==> src/rtl/network_source.sv <==
// network_source: stream-to-network input adapter.
// Buffers up to two host words {run, spikes} and turns each word into one
// spike timestep followed by `run` all-zero timesteps on the network side.
//
// state    | meaning
// ---------+-------------------------------------------------------------
// EMPTY    | count_q == 0, nothing to present, net_valid low
// SPIKE    | count_q  > 0, cnt_q == 0, head spike vector on net_inp
// IDLE_RUN | count_q  > 0, cnt_q  > 0, zero timesteps of the head's run
module network_source #(
   parameter int NET_NUM_INP = 4,
   parameter int RUN_WIDTH   = 8,
   localparam int SRC_WIDTH  = NET_NUM_INP + RUN_WIDTH
) (
   input  logic                   clk,
   input  logic                   arstn,
   input  logic                   src_valid,
   output logic                   src_ready,
   input  logic [SRC_WIDTH-1:0]   src,
   output logic                   net_valid,
   input  logic                   net_ready,
   output logic [NET_NUM_INP-1:0] net_inp
);

   localparam logic [RUN_WIDTH-1:0] CNT_ONE = {{(RUN_WIDTH-1){1'b0}}, 1'b1};

   logic [SRC_WIDTH-1:0] head_q, head_d;
   logic [SRC_WIDTH-1:0] tail_q, tail_d;
   logic [1:0]           count_q, count_d;
   logic [RUN_WIDTH-1:0] cnt_q, cnt_d;

   logic                 push;
   logic                 beat;
   logic                 last_beat;
   logic                 pop;
   logic [RUN_WIDTH-1:0] head_run;

   assign head_run  = head_q[SRC_WIDTH-1:NET_NUM_INP];
   assign push      = src_valid && src_ready;
   assign beat      = net_valid && net_ready;
   assign last_beat = (cnt_q == head_run);
   assign pop       = beat && last_beat;

   // State register: FIFO slots, occupancy and beat index.
   always_ff @(posedge clk or negedge arstn) begin
      if (!arstn) begin
         head_q  <= '0;
         tail_q  <= '0;
         count_q <= 2'd0;
         cnt_q   <= '0;
      end else begin
         head_q  <= head_d;
         tail_q  <= tail_d;
         count_q <= count_d;
         cnt_q   <= cnt_d;
      end
   end

   // Next state: push into the first free slot, shift tail to head on pop.
   always_comb begin
      head_d  = head_q;
      tail_d  = tail_q;
      count_d = count_q;
      cnt_d   = cnt_q;

      if (beat) begin
         cnt_d = last_beat ? '0 : cnt_q + CNT_ONE;
      end

      unique case (count_q)
         2'd0: begin
            if (push) begin
               head_d  = src;
               count_d = 2'd1;
            end
         end
         2'd1: begin
            if (push && pop) begin
               head_d = src;
            end else if (push) begin
               tail_d  = src;
               count_d = 2'd2;
            end else if (pop) begin
               head_d  = '0;
               count_d = 2'd0;
            end
         end
         2'd2: begin
            // src_ready is low here, so only a pop can happen.
            if (pop) begin
               head_d  = tail_q;
               tail_d  = '0;
               count_d = 2'd1;
            end
         end
         default: begin
            count_d = 2'd0;
         end
      endcase
   end

   // Outputs: handshakes from registered count, spike vector bit-reversed on beat 0.
   always_comb begin
      src_ready = (count_q != 2'd2);
      net_valid = (count_q != 2'd0);
      net_inp   = '0;
      if (net_valid && (cnt_q == '0)) begin
         for (int i = 0; i < NET_NUM_INP; i++) begin
            net_inp[i] = head_q[NET_NUM_INP-1-i];
         end
      end
   end

endmodule

==> config.mk <==
export PLATFORM = sky130hd
export DESIGN_NAME = network_source
export DESIGN_NICKNAME = d
export VERILOG_FILES = /design/src/rtl/network_source.sv
export SDC_FILE = /design/constraint.sdc
export NUM_CORES = 1
export LEC_CHECK = 0
export ABC_CLOCK_PERIOD_IN_PS = 5000
export BUFFER_PORTS_ARGS = -buffer_cell sky130_fd_sc_hd__buf_2
export CORE_MARGIN = 2
export CORE_UTILIZATION = 63
export CTS_CLUSTER_DIAMETER = 40
export DETAILED_ROUTE_END_ITERATION = 10
export PLACE_DENSITY = 0.9
export SETUP_SLACK_MARGIN = 0.4
export SLEW_MARGIN = 40
export SYNTH_ARGS = -nofsm -noshare
export SYNTH_HDL_FRONTEND = slang
export SYNTH_SLANG_ARGS = --single-unit
==> constraint.sdc <==
create_clock -name clk -period 5 [get_ports clk]
set_input_delay 0.75 -clock clk [delete_from_list [all_inputs] [get_ports clk]]
set_output_delay 0.75 -clock clk [all_outputs]
set_load 0.02 [all_outputs]
==> results_dict.tcl <==
set metrics [dict create \
    syn-num-nets 230 \
    reg2reg_from "count_q[0]" \
    cp.required_ps 5230 \
    syn-instance-count 208 \
    grt_usage_pct 26.5 \
    dr.pass1.iters 4 \
    regArea_um2 851 \
    root_buffer "clkbuf_4" \
    synthMuxAreaShare_pct 6.88 \
    synth_edf_count 0 \
    vdd_drop_max_mv 0.300 \
    rr_worst_depth 7 \
    die_area_mm2 0.00380 \
    cp_slowest_cell "or3_1" \
    rows 20 \
    num_vias 1618 \
    htree_levels 2 \
    clkTransAtPathRegs_ps 110 \
    dp_hpwl_mm 3.01 \
    yosysSeqAreaShare_pct 40.7 \
    avgSynthCellArea_um2 10.1 \
    slowest_delay_ps 490 \
    die_w_um 61.6 \
    postSynth.asyncResetShare_pct 100 \
    maxSlewHeadroom_pct 50.7 \
    rsz0062_at_grt "no" \
    clock-sinks 34 \
    grt_max_degree 35 \
    final-max-slew-violation-count 0 \
    ys_seq_elements 34 \
    r2r_slack_ps 2270 \
    switching_share_pct 39.8 \
    p_int_uw 790 \
    start_util_pct 67.4 \
    drv_cap 0 \
    first_global_vias 1561 \
    synth_xor_area_share_pct 4.55 \
    drt-initial-drc-count 115 \
    cts_setup_buffers 0 \
    p_leak_nw 1.02 \
    gr-total-overflow 0 \
    end_kind "register" \
    finalWorstSetupSlack_ps 2270 \
    cts_buffers 5 \
    syn_area_mm2 0.00209 \
    synth.top_cells.by_area "dfrtp_1 41%, o221a_2 6.5%, mux2_2 5.9%, a221o_1 5.3%, o21ai_0 4.1%" \
    power_frac_seq_pct 39.7 \
    combPwrFrac_pct 47.8 \
    wl_met3_um 168 \
    tightest_slew_ps 739 \
    grt_first_pass_wirelength_mm 7.24 \
    vias_per_cell 5.99 \
    synth_ff_type "dfrtp_1" \
    ant_nets 0 \
    gp_congestion 0.840 \
    io_buffers 21 \
    cts.repair.resized 0 \
    crit_arrival_ps 2960 \
    period_minus_slack_ps 2730 \
    worst-setup-path-type "reg -> reg" \
    cellPowerDensity_mw_per_mm2 585 \
    synth_top_family_by_area "compound AO/OA/AOI/OAI gates" \
    layout_common_cells "34 x dfrtp_1, 21 x inv_1, 21 x buf_2, 17 x o21ai_0, 13 x nor2b_1" \
    multiInputGateArea_mm2 0.00109 \
    startpoint_type "register" \
    clock-skew-final_ps 8.46 \
    fill_cells 259 \
    cts_buffer_depth 2 \
    synth_top_area_share_pct 40.7 \
    outcome "finished clean" \
    reg2reg_to "head_q[5]" \
    yosysTopAreaCell "dfrtp_1" \
    synthDistinctLibCells 37 \
    switchingPower_uw 523 \
    route.top_layer_used "met4" \
    yosysWarnings 0 \
    nets 247 \
    layout_commonest_cell "dfrtp_1" \
    hold_viol 0 \
    setup_viol 0 \
    synth_adder_area_share_pct 3.59 \
    synth-simple-area-share_pct 15.5 \
    drt-wirelength-per-cell_um 16.0 \
    routed-wl-met2_mm 2.10 \
    area_growth_pct 7.42 \
    critPathMaxFanout 12 \
    drc_errors 0 \
    diodes 0 \
    cts_hold_repair.buffers 0 \
    io_pins 22 \
    max_clock_freq_mhz 366 \
    insertion_delay_ps 340 \
    cp_cell_sequence "inv_1 -> ha_1 -> nor2b_1 -> nand3_1 -> or3_1 -> o21ai_4 -> mux2_2" \
    drt-met1-wl_mm 2.00 \
    antenna_found_initial 0 \
    hold_class "in -> async" \
    final.setup.tns_ps 0 \
    cts_tree "yes" \
    die_h_um 61.6 \
    wl_mm 4.33 \
    synth_compound_area_share_pct 20.8 \
    drive_gt1_share_pct 25.2 \
    timing.final.crit_share_pct 54.7 \
    p_clk_share_pct 12.4 \
    holdWs_ps 453 \
    place_ws_ps 2220 \
    core_mm2 0.00310 \
]
==> final cells by class <==
cell class	instances	share of cell area, %
Sequential cell	34	37.9
Multi-Input combinational cell	141	48.5
Inverter	21	3.51
Tap cell	44	2.45
Clock buffer	7	2.45
Clock inverter	1	0.223
Timing Repair Buffer	22	5.01
==> worst max-delay path, delay by kind of cell, from the launching register on <==
family	cells	cell delay [ps]
and+or+nand+nor	3	1030
muxes	1	390
AOI/OAI and AO/OA	1	410
adders and majority gates	1	260
buffers and inverters	1	100
DFF	1	420
==> power groups by stage <==
stage / sequential [mW] / clock [mW] / combinational [mW]
after detailed placement: 0.524 / 0 / 0.629
final: 0.522 / 0.163 / 0.628
after global placement: 0.516 / 0 / 0.598
after CTS: 0.519 / 0.163 / 0.631
after global routing: 0.536 / 0.179 / 0.704
after floorplan: 0.486 / 0 / 0.542
==> worst max-delay path by stage <==
stage | start | endpoint | slack [ps]
after floorplan | net_ready | head_q[0] | 2660
after global placement | net_ready | head_q[6] | 2290
after detailed placement | net_ready | head_q[1] | 2220
after CTS | count_q[0] | head_q[5] | 2280
after global routing | count_q[0] | head_q[6] | 2060
final | count_q[0] | head_q[5] | 2270
==> registers in the layout, indices dropped and copies added, names as in the netlist <==
register and count:
head_q 12, cnt_q 8, count_q 2, tail_q 12
==> synth_stat cells (all sizes together) (2+ instances only) <==
| cell type | instances |
|---|---|
| mux2 | 11 |
| a21o | 2 |
| nor4 | 2 |
| and3 | 2 |
| nor2b | 13 |
| nor2 | 5 |
| nor3 | 3 |
| nand3 | 6 |
| clkbuf | 5 |
| a221o | 11 |
| nand2 | 10 |
| and2 | 6 |
| inv | 21 |
| buf | 7 |
| a21oi | 6 |
| ha | 6 |
| o221a | 12 |
| xnor2 | 10 |
| dfrtp | 34 |
| mux2i | 2 |
| or3 | 4 |
| o21ai | 18 |
| nand2b | 3 |
==> metrics by stage <==
step	instances	cell area, µm²	total power, mW	utilization [%]
global route	270	2250	1.42	72.4
floorplan	208	2090	1.03	-
global placement	262	2180	1.11	70.2
detailed placement	262	2190	1.15	70.4
finish	270	2250	1.31	72.4
CTS	270	2250	1.31	72.4
==> layer usage <==
| metal | global-route usage [%] | vias up |
|---|---|---|
| met4 | 10.6 | 0 |
| met5 | 0 | - |
| met2 | 41.7 | 33 |
| met1 | 35.7 | 801 |
| met3 | 5.88 | 8 |
| li1 | - | 776 |
==> kinds of logic after synthesis <==
| group | after synthesis |
|---|---|
| buffers and inverters | 33 |
| xor gates and xnor gates | 10 |
| and+or+nand+nor | 57 |
| muxes | 13 |
| AOI/OAI and AO/OA | 55 |
| adders and majority gates | 6 |
| DFF | 34 |
(Power assumes the default switching activity.)
